`src/rtl/pipe_stage_reg.sv`:
```
// Pipeline stage register for the write-back payload with valid/ready handshake, flush and stall
// counter. Define PIPE_SKID_EN to add a skid entry that makes in_ready a pure register.
module pipe_stage_reg #(
  parameter int unsigned DATA_W = 32,
  parameter int unsigned ADDR_W = 5,
  parameter int unsigned CNT_W = 16,
  parameter logic [ADDR_W-1:0] NOP_ADDR = '0
) (
  input  logic              clk,
  input  logic              rst,
  input  logic              flush,
  input  logic              in_valid,
  output logic              in_ready,
  input  logic [ADDR_W-1:0] in_wd,
  input  logic              in_wreg,
  input  logic [DATA_W-1:0] in_wdata,
  output logic              out_valid,
  input  logic              out_ready,
  output logic [ADDR_W-1:0] out_wd,
  output logic              out_wreg,
  output logic [DATA_W-1:0] out_wdata,
  output logic [CNT_W-1:0]  stall_cnt
);

  logic [ADDR_W-1:0] main_wd_q;
  logic              main_wreg_q;
  logic [DATA_W-1:0] main_wdata_q;
  logic              in_xfer;
  logic [CNT_W-1:0]  stall_cnt_q;

`ifdef PIPE_SKID_EN
  typedef enum logic [1:0] {StEmpty, StOne, StTwo} state_e;

  state_e            state_q;
  logic              ready_q;
  logic [ADDR_W-1:0] skid_wd_q;
  logic              skid_wreg_q;
  logic [DATA_W-1:0] skid_wdata_q;

  assign out_valid = (state_q != StEmpty);
  assign in_ready  = ready_q;
  assign in_xfer   = in_valid && ready_q;

  // ready_q always mirrors (state != StTwo) of the state being entered.
  always_ff @(posedge clk) begin
    if (rst || flush) begin
      state_q      <= StEmpty;
      ready_q      <= 1'b1;
      main_wd_q    <= NOP_ADDR;
      main_wreg_q  <= 1'b0;
      main_wdata_q <= '0;
      skid_wd_q    <= NOP_ADDR;
      skid_wreg_q  <= 1'b0;
      skid_wdata_q <= '0;
    end else begin
      unique case (state_q)
        StEmpty: begin
          if (in_xfer) begin
            main_wd_q    <= in_wd;
            main_wreg_q  <= in_wreg;
            main_wdata_q <= in_wdata;
            state_q      <= StOne;
          end
        end
        StOne: begin
          if (in_xfer && !out_ready) begin
            skid_wd_q    <= in_wd;
            skid_wreg_q  <= in_wreg;
            skid_wdata_q <= in_wdata;
            state_q      <= StTwo;
            ready_q      <= 1'b0;
          end else if (in_xfer) begin
            main_wd_q    <= in_wd;
            main_wreg_q  <= in_wreg;
            main_wdata_q <= in_wdata;
          end else if (out_ready) begin
            main_wd_q    <= NOP_ADDR;
            main_wreg_q  <= 1'b0;
            main_wdata_q <= '0;
            state_q      <= StEmpty;
          end
        end
        StTwo: begin
          if (out_ready) begin
            main_wd_q    <= skid_wd_q;
            main_wreg_q  <= skid_wreg_q;
            main_wdata_q <= skid_wdata_q;
            skid_wd_q    <= NOP_ADDR;
            skid_wreg_q  <= 1'b0;
            skid_wdata_q <= '0;
            state_q      <= StOne;
            ready_q      <= 1'b1;
          end
        end
        default: begin
          state_q <= StEmpty;
          ready_q <= 1'b1;
        end
      endcase
    end
  end
`else
  logic valid_q;

  assign out_valid = valid_q;
  assign in_ready  = !valid_q || out_ready;
  assign in_xfer   = in_valid && in_ready;

  always_ff @(posedge clk) begin
    if (rst || flush) begin
      valid_q      <= 1'b0;
      main_wd_q    <= NOP_ADDR;
      main_wreg_q  <= 1'b0;
      main_wdata_q <= '0;
    end else if (in_xfer) begin
      valid_q      <= 1'b1;
      main_wd_q    <= in_wd;
      main_wreg_q  <= in_wreg;
      main_wdata_q <= in_wdata;
    end else if (out_ready) begin
      // Either draining the held beat or already empty: both end in the idle values.
      valid_q      <= 1'b0;
      main_wd_q    <= NOP_ADDR;
      main_wreg_q  <= 1'b0;
      main_wdata_q <= '0;
    end
  end
`endif

  assign out_wd    = main_wd_q;
  assign out_wreg  = main_wreg_q && out_valid;
  assign out_wdata = main_wdata_q;

  // Saturating; flush deliberately leaves it alone.
  always_ff @(posedge clk) begin
    if (rst) begin
      stall_cnt_q <= '0;
    end else if (out_valid && !out_ready && (stall_cnt_q != '1)) begin
      stall_cnt_q <= stall_cnt_q + CNT_W'(1);
    end
  end

  assign stall_cnt = stall_cnt_q;

endmodule
```
`config.mk`:
```
export PLATFORM = sky130hd
export DESIGN_NAME = pipe_stage_reg
export DESIGN_NICKNAME = d
export VERILOG_FILES = /design/src/rtl/pipe_stage_reg.sv
export SDC_FILE = /design/constraint.sdc
export NUM_CORES = 1
export LEC_CHECK = 0
export ABC_AREA = 1
export CAP_MARGIN = 20
export CORE_UTILIZATION = 30
export DETAILED_ROUTE_END_ITERATION = 12
export HOLD_SLACK_MARGIN = 0.02
export PLACE_DENSITY_LB_ADDON = 0.25
export SYNTH_ARGS = -nofsm -noshare
export SYNTH_HDL_FRONTEND = slang
export SYNTH_SLANG_ARGS = --single-unit
```
`constraint.sdc`:
```
create_clock -name clk -period 1.22 [get_ports clk]
set_input_delay 0.183 -clock clk [delete_from_list [all_inputs] [get_ports clk]]
set_output_delay 0.183 -clock clk [all_outputs]
set_load 0.03 [all_outputs]
```
* Yosys cells after proc, flatten, opt, wreduce, memory -nomap -nowiden
Cells that the tools add are included.
W data, S select, Z words.
** Word-level totals
- Register bits after elaboration :: 55
- Latch bits :: 0
- RAM bits :: 0
- Bits in read-only memories :: 0
- Input bits :: 43
- Output and inout port bits :: 56
- Logic and storage cells :: 23
- Memories :: 0
** Cells by class
- Add/subtract/negate cells :: 1
- Multiply operators :: 0
- Div/mod/pow operators :: 0
- Magnitude comparators :: 0
- Equality and inequality tests :: 1
- Shifts and indexed selects :: 0
- Muxes and demuxes :: 7
- Bitwise operators :: 0
- Reductions and logical operators :: 9
** Operators by type and width (count)
- $mux W32 :: 2
- $add A16 B1 Y16 const B :: 1
- $ne A16 B16 Y1 const B :: 1
- $mux W5 :: 2
- $logic_and A1 B1 Y1 :: 4
- $mux W1 :: 3
- $logic_not A1 Y1 :: 2
- $logic_or A1 B1 Y1 :: 2
- $reduce_bool A2 Y1 :: 1

* Logic depth before layout (Yosys ltp)
Gate-level depths: netlist (run 1).
- Word-level depth :: 4
- Mapped depth :: 10
- Mapped depth without buffers :: 9

* Worst setup path after synthesis (run 1)
Ideal clock, no wire load.
- Path type :: register -> register
- From :: register stall_cnt_q[0], in the netlist stall_cnt[0]
- To :: register stall_cnt_q[15], in the netlist stall_cnt[15]
- Setup time :: 0.116 ns
- Arrival :: 1.451 ns
- Required time :: 1.104 ns
- Path slack :: -0.347 ns
- Cell stages (with the launch flop) :: 8
- Buffers on the path :: 1
- Period minus slack after synthesis :: 1.567 ns
- Cells stage by stage :: dfxtp_1 -> ha_1 -> inv_1 -> nor2_4 -> nand4_4 -> buf_6 -> a21oi_1 -> nor2_1
** Between the ends
- Longest elaborated chain between the ends :: 2
- Elaborated cells on any way between the ends :: 3
- Classes of those cells :: add/sub (1); eq/ne (1); reduce/logical (1)
** RTL lines
- from (decl) :: RTL line 29 : logic [CNT_W-1:0] stall_cnt_q;
- from (signal assigned) :: RTL line 139 : stall_cnt_q <= stall_cnt_q + CNT_W'(1);
- parallel branches: the longest is 2 deep, another holds $add A16 B1 Y16
Several ways; the timed one is not identified.
A chain may end at the register's enable or synchronous reset.

* Final worst setup path (run 1)
- From :: register valid_q, in the netlist out_valid
- To :: register main_wd_q[2], in the netlist out_wd[2]
** Between the ends
- Longest elaborated chain between the ends :: 4
- Elaborated cells on any way between the ends :: 5
- Classes of those cells :: mux (1); reduce/logical (4)
** RTL lines
- from (decl) :: RTL line 103 : logic valid_q;
- from (signal assigned) :: RTL line 111 : valid_q <= 1'b0;
- from (signal assigned) :: RTL line 116 : valid_q <= 1'b1;
- from (signal assigned) :: RTL line 122 : valid_q <= 1'b0;
- $logic_not A1 Y1 * :: RTL line 106 : assign in_ready = !valid_q || out_ready;
- $logic_or A1 B1 Y1 * :: RTL line 106
- $logic_and A1 B1 Y1 * :: RTL line 107 : assign in_xfer = in_valid && in_ready;
- $mux W5 or $reduce_bool A2 Y1 (tied branches)
- to (signal assigned) :: RTL line 117 : main_wd_q <= in_wd;
- to (decl) :: RTL line 25 : logic [ADDR_W-1:0] main_wd_q;
Every way passes the cells marked *; elsewhere a longest branch is shown, timed or not.

==> flow_summary.yaml, run 1 <==
yosys:
  synth_top_area_share_pct: 46.1
  yosysUniqueCellTypes: 20
  netlist_top_cells_count: "125 x nand2_1, 55 x dfxtp_1, 50 x a21oi_1, 32 x nor2_1, 15 x inv_1"
  synth_largest_area_cell: "dfxtp_1"
  synth.avg_cell_area_sq_um: 7.24
  async_reset_ff_share_pct: 0
  yosys_warnings: 0
  yosysMostFrequentCell: "nand2_1"
  synth_edf_count: 0
  syn_area_sq_mm: 0.00239
  yosysSeqAreaShare_pct: 46.1
  yosys_most_used_dff: "dfxtp_1"
  ys_ff_latch: 55
  syn_inst: 330
  synthTopCellsByArea: "dfxtp_1 46%, nand2_1 20%, a21oi_1 10%, nor2_1 5.0%, nand3_1 2.5%"
  synth_nets: 374
clock_tree:
  cts_sinks: 55
  cts_max_path_buffers: 2
  cts_tree: "built"
  root_buffer: "clkbuf_8"
  cts_hold_buf: 0
  clock_latency_ns: 0.32
  h-tree-depth: 2
  cts_buffers: 5
  path_clk_slew_ns: 0.12
layout:
  syn_to_final_growth_pct: 80.4
  drive_above_1_share_pct: 49.0
  fin_util_pct: 55.8
  finalNonFillerCells: 565
  antenna_cells: 0
  filler_cell_count: 722
  fin_nets: 506
floorplan:
  coreArea_sq_mm: 0.00773
  die_area_sq_mm: 0.00833
  fp-row-count: 32
  start_util_pct: 30.9
  die_h_um: 91.3
  die_w_um: 91.3
  io_pins: 99
power:
  powerDensity_mw_per_mm2: 821
  p_leak_nw: 1.82
  ir_worst_vdd_v: 0.000552
worst_setup_path:
  worst_setup_path_start_kind: "register"
  cpMostUsedCell: "nor2_4"
  path_class: "reg -> reg"
  slowest_delay_ns: 0.37
  crit_chain: "nand2_4, inv_4, nor2_4, nor2_4, clkbuf_16, nand2_1, a21oi_2"
  slowest_stage: "dfxtp_4"
  worstPathMaxFanout: 8
  required_ns: 1.47
  crit_arrival_ns: 1.57
  worst-path-buf-inv: 2
  crit_family: "simple AND/OR/NAND/NOR gates"
  endpoint_kind: "register"
global_routing:
  grt_pass1_vias: 2408
  antenna_found_initial: 0
  grt_first_pass_wirelength_mm: 11.1
  grt_max_degree: 40
  grt.total_usage_pct: 16.5
  grt_overflow: 0
timing:
  drv_slew: 0
  final.setup.tns_ns: -2.56
  finalSetupViolCount: 49
  min_period_ns: 1.32
  fin_ws_ns: -0.0982
  hold_viol: 0
  timing.fmax_ghz: 0.759
  fin_skew_ns: 0.0124
  fin_crit_sh_pct: 108
  grt_setup_unrepaired: "yes"
  max_slew_margin_pct: 77.8
  tightest_slew_ns: 0.333
detailed_routing:
  ant_nets: 0
  routedWlPerCell_um: 12.4
  drt_first_pass_iters: 4
  via_per_inst: 4.54
  drtIter0Drc: 62
  vias: 2567
  drc: 0
  routed_wl_mm: 7.02
status:
  violations: "negative setup slack"
  status: "complete, but fails checks"
place:
  port-buffer-count: 98
  hpwlAfterDp_mm: 4.67
  gp_congestion: 0.814
  dp.cells: 547
hold_path:
  holdCritPathClass: "in -> reg"
run:
  max-cap-violations: 0
## final timing paths
path	slack, ns	end	from	depth (start not counted)
max	-0.1	out_wd[2]	out_valid	7
min	0.41	out_wdata[6]	in_wdata[6]	3
max reg2reg	-0.1	out_wd[2]	out_valid	7
min reg2reg	0.47	out_wdata[23]	out_wdata[23]	2
## kinds of logic after synthesis
| logic type | synth area share [%] |
|---|---|
| compound gates | 10.7 |
| fa+ha+maj | 0.523 |
| buf+inv | 7.70 |
| flops | 46.1 |
| simple gates | 35.0 |
## stage by stage
stage	setup WS, ns	hold slack, ns	total power [mW]	cell area (sq um)
CTS	-0.0913	0.398	3.51	4030
global route	-0.169	0.404	3.71	4310
global placement	-0.321	0.447	2.39	3780
finish	-0.0982	0.408	3.54	4310
floorplan	-0.0424	0.241	2.11	2520
detailed placement	-0.377	0.452	2.39	3780
## final cells by class
| class | instances | area, sq um | area share (%) |
|---|---|---|---|
| multi-input combinational | 242 | 1500 | 34.8 |
| clock buffer | 5 | 68.8 | 1.60 |
| clock inverter | 3 | 26.3 | 0.609 |
| sequential | 55 | 1160 | 26.9 |
| tap | 102 | 128 | 2.96 |
| timing repair buffer | 141 | 1360 | 31.5 |
| inverter | 17 | 68.8 | 1.60 |
## where the power goes
group | internal [mW] | switching, mW | total, mW
Clock | 0.429 | 0.665 | 1.09
Sequential | 1.80 | 0.0333 | 1.84
Combinational | 0.303 | 0.306 | 0.609
Total | 2.54 | 1.00 | 3.54
## cell usage in the layout, fill, tap and decap left out, drive strengths merged
cell type      Yosys  routed
clkdlybuf4s50      0      41
buf               13      72
clkbuf             3      13
nor3               2       2
o21ai              1       1
dlygate4sd2        0       1
dfxtp             55      55
nand3             17      17
inv               17      20
or2                1       1
nand4              1       1
a21oi             50      50
ha                 1       1
nor2              42      42
clkdlybuf4s15      0      19
nand2            127     127
## flip-flops by register name, indices dropped and copies added, names as in the netlist
name / cells
out_wd: 5
out_wdata: 32
out_valid: 1
main_wreg_q: 1
stall_cnt: 16
## routing by layer
layer,vias to the layer above,share of wire [%],wire length [um],GRT usage [%]
li1,1307,-,-,-
met1,1184,43,3010,20.1
met2,69,50,3540,28.9
met3,7,5.7,401,4.36
met4,0,1.0,72,3.97
met5,-,0,0,0
## worst reg2reg max path, cell delays in order (launching register included)
cell,delay [ns]
dfxtp_4,0.37
nand2_4,0.06
inv_4,0.07
nor2_4,0.05
nor2_4,0.27
clkbuf_16,0.25
nand2_1,0.08
a21oi_2,0.11
## timing repair
action	in CTS	in global routing
pin swaps	7	23
endpoints found under the hold margin	0	0
gates cloned	1	3
endpoints found under the setup margin	74	55
gates resized for setup	120	115
buffers inserted	4	2
(Power assumes the default switching activity.)
==> inputs of run 2 (changes only) <==
--- a/config.mk
+++ b/config.mk
@@ -9,6 +9,7 @@
 export CAP_MARGIN = 20
 export CORE_UTILIZATION = 30
 export DETAILED_ROUTE_END_ITERATION = 12
+export DONT_BUFFER_PORTS = 1
 export HOLD_SLACK_MARGIN = 0.02
 export PLACE_DENSITY_LB_ADDON = 0.25
 export SYNTH_ARGS = -nofsm -noshare
==> run 2 against run 1 <==
  * The flow still finishes with violations (negative setup slack)
  * Power decreased by 0.86%
  * First-iteration DRC count fell by 8.1%
  * Cell area is 5.7% lower
  * Sequential share of layout area rose by 1.6 points
  * Utilization decreased by 3.2 points
  * Critical path type unchanged
  * Critical endpoint is now stall_cnt[10]
  * Largest cell class unchanged
  * Highest routed layer unchanged
==> flow_summary.yaml, run 2 (same netlist as run 1, synthesis figures left out) <==
status:
  status: "complete, but fails checks"
  violations: "negative setup slack"
worst_setup_path:
  slowest_delay_ns: 0.38
  crit_path_end: "stall_cnt[10]"
  r2r_slack_ns: -0.1
  rr_startpoint: "stall_cnt[1]"
  slowest_stage: "dfxtp_4"
  worst_setup_path_start_kind: "register"
  endpoint_kind: "register"
  worstPathMaxFanout: 3
  startpoint: "stall_cnt[1]"
  crit_arrival_ns: 1.53
  crit_chain: "ha_4, buf_4, nand3_4, nor2_4, nand2_2, nor2_4, nand3_2, nand2_1, nor2_1"
  required_ns: 1.43
  cpMostUsedCell: "nor2_4"
  r2r_cells: 9
  worst_r2r_endpoint: "stall_cnt[10]"
  path_class: "reg -> reg"
power:
  comb_power_share_pct: 14.5
  pwr-share-seq_pct: 54.3
  p_sw_mw: 1.03
  p_int_mw: 2.48
  sw_frac_of_total_pct: 29.4
  powerDensity_mw_per_mm2: 863
  power_frac_clock_pct: 31.2
  ir_worst_vdd_v: 0.000581
  p_leak_nw: 1.76
timing:
  hold_viol: 0
  drv_slew: 0
  min_period_ns: 1.32
  max_slew_margin_pct: 67.4
  fin_ws_ns: -0.0987
  fin_crit_sh_pct: 108
  timing.fmax_ghz: 0.758
  final.setup.tns_ns: -1.49
  fin_worst_hold_slack_ns: 0.0858
  fin_skew_ns: 0.0140
  finalSetupViolCount: 39
  tightest_slew_ns: 0.488
  grt_setup_unrepaired: "yes"
clock_tree:
  h-tree-depth: 2
  cts_max_path_buffers: 2
  cts_sinks: 55
  path_clk_slew_ns: 0.11
  cts_buffers: 5
  cts_tree: "built"
  root_buffer: "clkbuf_8"
  clock_latency_ns: 0.31
floorplan:
  die_w_um: 91.3
  start_util_pct: 30.9
  fp-row-count: 32
  coreArea_sq_mm: 0.00773
  die_h_um: 91.3
  io_pins: 99
  die_area_sq_mm: 0.00833
detailed_routing:
  vias: 2446
  routed_wl_mm: 7.39
  via_per_inst: 4.73
  drc: 0
  routedWlPerCell_um: 14.3
  drtIter0Drc: 57
  ant_nets: 0
  drt_first_pass_iters: 4
layout:
  final_common_cell: "nand2_1"
  drive_above_1_share_pct: 48.7
  fin_nets: 458
  finalNonFillerCells: 517
  layout_common_cells: "84 x nand2_1, 43 x a21oi_2, 39 x dlygate4sd3_1, 38 x dfxtp_1, 38 x buf_4"
  largest_reg_flops: 32
  antenna_cells: 0
  syn_to_final_growth_pct: 70.2
  fin_util_pct: 52.6
place:
  hpwlAfterDp_mm: 4.08
  port-buffer-count: 0
  dp.cells: 459
  gp_congestion: 0.780
global_routing:
  grt_first_pass_wirelength_mm: 9.96
  grt_overflow: 0
  grt.total_usage_pct: 14.9
  grt_max_degree: 40
  antenna_found_initial: 0
  grt_pass1_vias: 2138
hold_path:
  holdCritPathClass: "in -> reg"
run:
  max-cap-violations: 0
run 2: cell types whose count changed in the layout (fill, tap and decap cells not counted), sizes merged, moves of 3 or more:
cell / previous run / this run
dlygate4sd3: 0 / 39
inv: 20 / 17
buf: 72 / 50
clkdlybuf4s50: 41 / 0
clkbuf: 13 / 9
clkinv: 0 / 3
clkdlybuf4s15: 19 / 0
run 2: power groups by stage:
stage / Sequential, mW / Combinational, mW / Clock [mW]
5_1_grt: 1.91 / 0.543 / 1.21
3_3_place_gp: 1.93 / 0.241 / 0
3_5_place_dp: 1.93 / 0.246 / 0
4_1_cts: 1.89 / 0.348 / 1.14
2_1_floorplan: 1.95 / 0.160 / 0
6_report: 1.91 / 0.510 / 1.10
run 2: critical path: cells and delay by family, from the launching register on:
family / cells / cell delay [ns]
buf+inv: 1 / 0.11
simple gates: 7 / 0.61
fa+ha+maj: 1 / 0.13
flops: 1 / 0.38
run 2: cell type report:
class                   instances  area [sq um]
fillers                       697          3660
multi-input cells             242          1630
flip-flops and latches         55          1160
repair buffers                 93           978
well taps                     102           128
inverters                      17          73.8
clock buffers                   5          68.8
clock inverters                 3          28.8
run 2: layer usage:
metal | up-vias | share of wire (%) | global-route usage (%)
met3 | 6 | 5.2 | 4.27
met2 | 60 | 53 | 27.3
met5 | - | 0 | 0
met1 | 1171 | 41 | 16.8
met4 | 0 | 0.99 | 3.57
li1 | 1209 | - | -
run 2: repair_timing:
action	in CTS	in global routing
setup buffers	0	6
hold buffers	38	1
gates cloned	0	5
pin swaps	0	32
gates resized for setup	11	128
endpoints found under the hold margin	40	2
endpoints found under the setup margin	45	55
run 2: worst min-delay path by stage:
| stage | from | end | slack (ns) | depth (start not counted) |
|---|---|---|---|---|
| floorplan | rst | stall_cnt[9] | 0.24 | 1 |
| detailed placement | rst | stall_cnt[9] | 0.24 | 1 |
| finish | in_valid | out_valid | 0.09 | 2 |
| CTS | rst | stall_cnt[9] | -0.10 | 1 |
| global route | in_valid | out_valid | 0.09 | 2 |
| global placement | rst | stall_cnt[9] | 0.24 | 1 |
run 2: per-stage QoR:
step | power (mW) | setup WS (ns) | instance area, sq um
3_3_place_gp | 2.17 | -0.0397 | 2900
2_1_floorplan | 2.11 | -0.0424 | 2520
6_report | 3.51 | -0.0987 | 4070
4_1_cts | 3.38 | -0.0786 | 3420
5_1_grt | 3.66 | -0.169 | 4070
3_5_place_dp | 2.17 | -0.0703 | 2900
==> inputs of run 3 (changes only) <==
==> constraint.sdc (replaced) <==
create_clock -name clk -period 1.6 [get_ports clk]
set_input_delay 0.24 -clock clk [delete_from_list [all_inputs] [get_ports clk]]
set_output_delay 0.24 -clock clk [all_outputs]
set_load 0.03 [all_outputs]
==> run 3 against run 2 <==
  * The run now ends clean
  * Sequential share of layout area up 12 points
  * Sequential power is 23% lower
  * Non-clock buffer count is 69 lower
  * Largest cell class unchanged
  * Highest routed layer unchanged
==> flow_summary.yaml, run 3 (same netlist as run 1, synthesis figures left out) <==
status:
  status: "finished clean"
floorplan:
  start_util_pct: 30.9
  die_area_sq_mm: 0.00833
  die_w_um: 91.3
  die_h_um: 91.3
  fp-row-count: 32
  io_pins: 99
  coreArea_sq_mm: 0.00773
detailed_routing:
  vias: 2080
  ant_nets: 0
  routed_wl_mm: 5.60
  drt_first_pass_iters: 5
  routedWlPerCell_um: 12.5
  via_per_inst: 4.63
  drc: 0
  drtIter0Drc: 61
worst_setup_path:
  path_class: "reg -> reg"
  crit_chain: "nand2_2, nor2_4, nand4_4, a21oi_1, nor2_1"
  worst_setup_path_start_kind: "register"
  worstPathMaxFanout: 12
  slowest_delay_ns: 0.45
  slowest_stage: "dfxtp_1"
  r2r_cells: 5
  critical_path_depth: 5
  startpoint: "stall_cnt[4]"
  crit_family: "simple AND/OR/NAND/NOR gates"
  endpoint_kind: "register"
  rr_startpoint: "stall_cnt[4]"
  r2r_slack_ns: 0.20
  crit_path_end: "stall_cnt[5]"
  worst_r2r_endpoint: "stall_cnt[5]"
  crit_arrival_ns: 1.61
  worst-path-buf-inv: 0
  required_ns: 1.80
clock_tree:
  clock_latency_ns: 0.31
  path_clk_slew_ns: 0.11
  cts_max_path_buffers: 2
  cts_buffers: 5
  cts_tree: "built"
  cts_sinks: 55
  post_cts_buffers: 0
  h-tree-depth: 2
  root_buffer: "clkbuf_8"
timing:
  tightest_slew_ns: 0.750
  fin_skew_ns: 0.00998
  finalSetupViolCount: 0
  min_period_ns: 1.40
  fin_ws_ns: 0.198
  hold_viol: 0
  drv_slew: 0
  final.setup.tns_ns: 0
  timing.fmax_ghz: 0.713
  max_slew_margin_pct: 50.0
  fin_crit_sh_pct: 87.6
  grt_setup_unrepaired: "no"
hold_path:
  holdCritPathClass: "in -> reg"
power:
  p_leak_nw: 1.02
  ir_worst_vdd_v: 0.000355
  powerDensity_mw_per_mm2: 944
global_routing:
  grt.total_usage_pct: 13.3
  grt_pass1_vias: 1850
  use_met1_pct: 16.1
  met3_usage_pct: 4.10
  grt_first_pass_wirelength_mm: 8.81
  antenna_found_initial: 0
  grt_max_degree: 40
  grt_overflow: 0
  use_met2_pct: 22.3
  top_usage_layer: "met2"
layout:
  filler_cell_count: 819
  final_common_cell: "nand2_1"
  multi_input_area_sq_mm: 0.00113
  regArea_sq_mm: 0.00110
  antenna_cells: 0
  fin_nets: 390
  layout_common_cells: "125 x nand2_1, 55 x dfxtp_1, 50 x a21oi_1, 32 x nor2_1, 22 x buf_4"
  fin_util_pct: 35.3
  drive_above_1_share_pct: 15.3
  syn_to_final_growth_pct: 14.2
  largest_reg_flops: 32
  fin_area_sq_mm: 0.00273
place:
  port-buffer-count: 0
  hpwlAfterDp_mm: 3.91
  dpl_cell_area_sq_mm: 0.00258
  place_ws_ns: 0.0769
  gp_congestion: 0.802
run:
  max-cap-violations: 0
-- run 3: cell count changes in the layout (fill, tap and decap cells not counted), sizes merged --
cell | before | now
bufinv | 0 | 1
inv | 17 | 18
clkinv | 3 | 1
buf | 50 | 23
dlygate4sd3 | 39 | 1
clkbuf | 9 | 5
nand4 | 1 | 2
-- run 3: how the worst min path moves through the flow --
stage                      start       endpoint  cells past startpoint
global route        in_wdata[26]  out_wdata[26]                      2
detailed placement           rst   stall_cnt[9]                      1
floorplan                    rst   stall_cnt[9]                      1
CTS                  in_wdata[6]   out_wdata[6]                      2
global placement             rst   stall_cnt[9]                      1
finish              in_wdata[13]  out_wdata[13]                      2
-- run 3: cell type report --
cell class | instances | area share (%)
Clock buffer | 5 | 2.52
Clock inverter | 3 | 1.74
Inverter | 17 | 2.34
Multi-Input combinational cell | 243 | 41.2
Sequential cell | 55 | 40.3
Tap cell | 102 | 4.67
Timing Repair Buffer | 24 | 7.15
-- run 3: layer usage --
metal / share of wire [%] / routed length (um)
met2: 47 / 2610
met3: 6.8 / 379
met1: 45 / 2540
met5: 0 / 0
met4: 1.2 / 68
-- run 3: metrics by stage --
stage,hold WS [ns],instances,power [mW]
floorplan,0.307,330,1.63
global placement,0.308,439,1.65
detailed placement,0.309,439,1.65
CTS,0.0429,448,2.64
global route,0.0298,449,2.71
finish,0.0561,449,2.58
-- run 3: power by group --
group	internal, mW	total, mW	switching [mW]
clock network	0.475	0.954	0.478
logic	0.0471	0.150	0.103
registers	1.40	1.47	0.0736
-- run 3: repair_timing --
action                                  CTS  global route
resized for setup                         0             1
hold buffers                              1             0
endpoints found under the hold margin     2             0
endpoints found under the setup margin    0             9
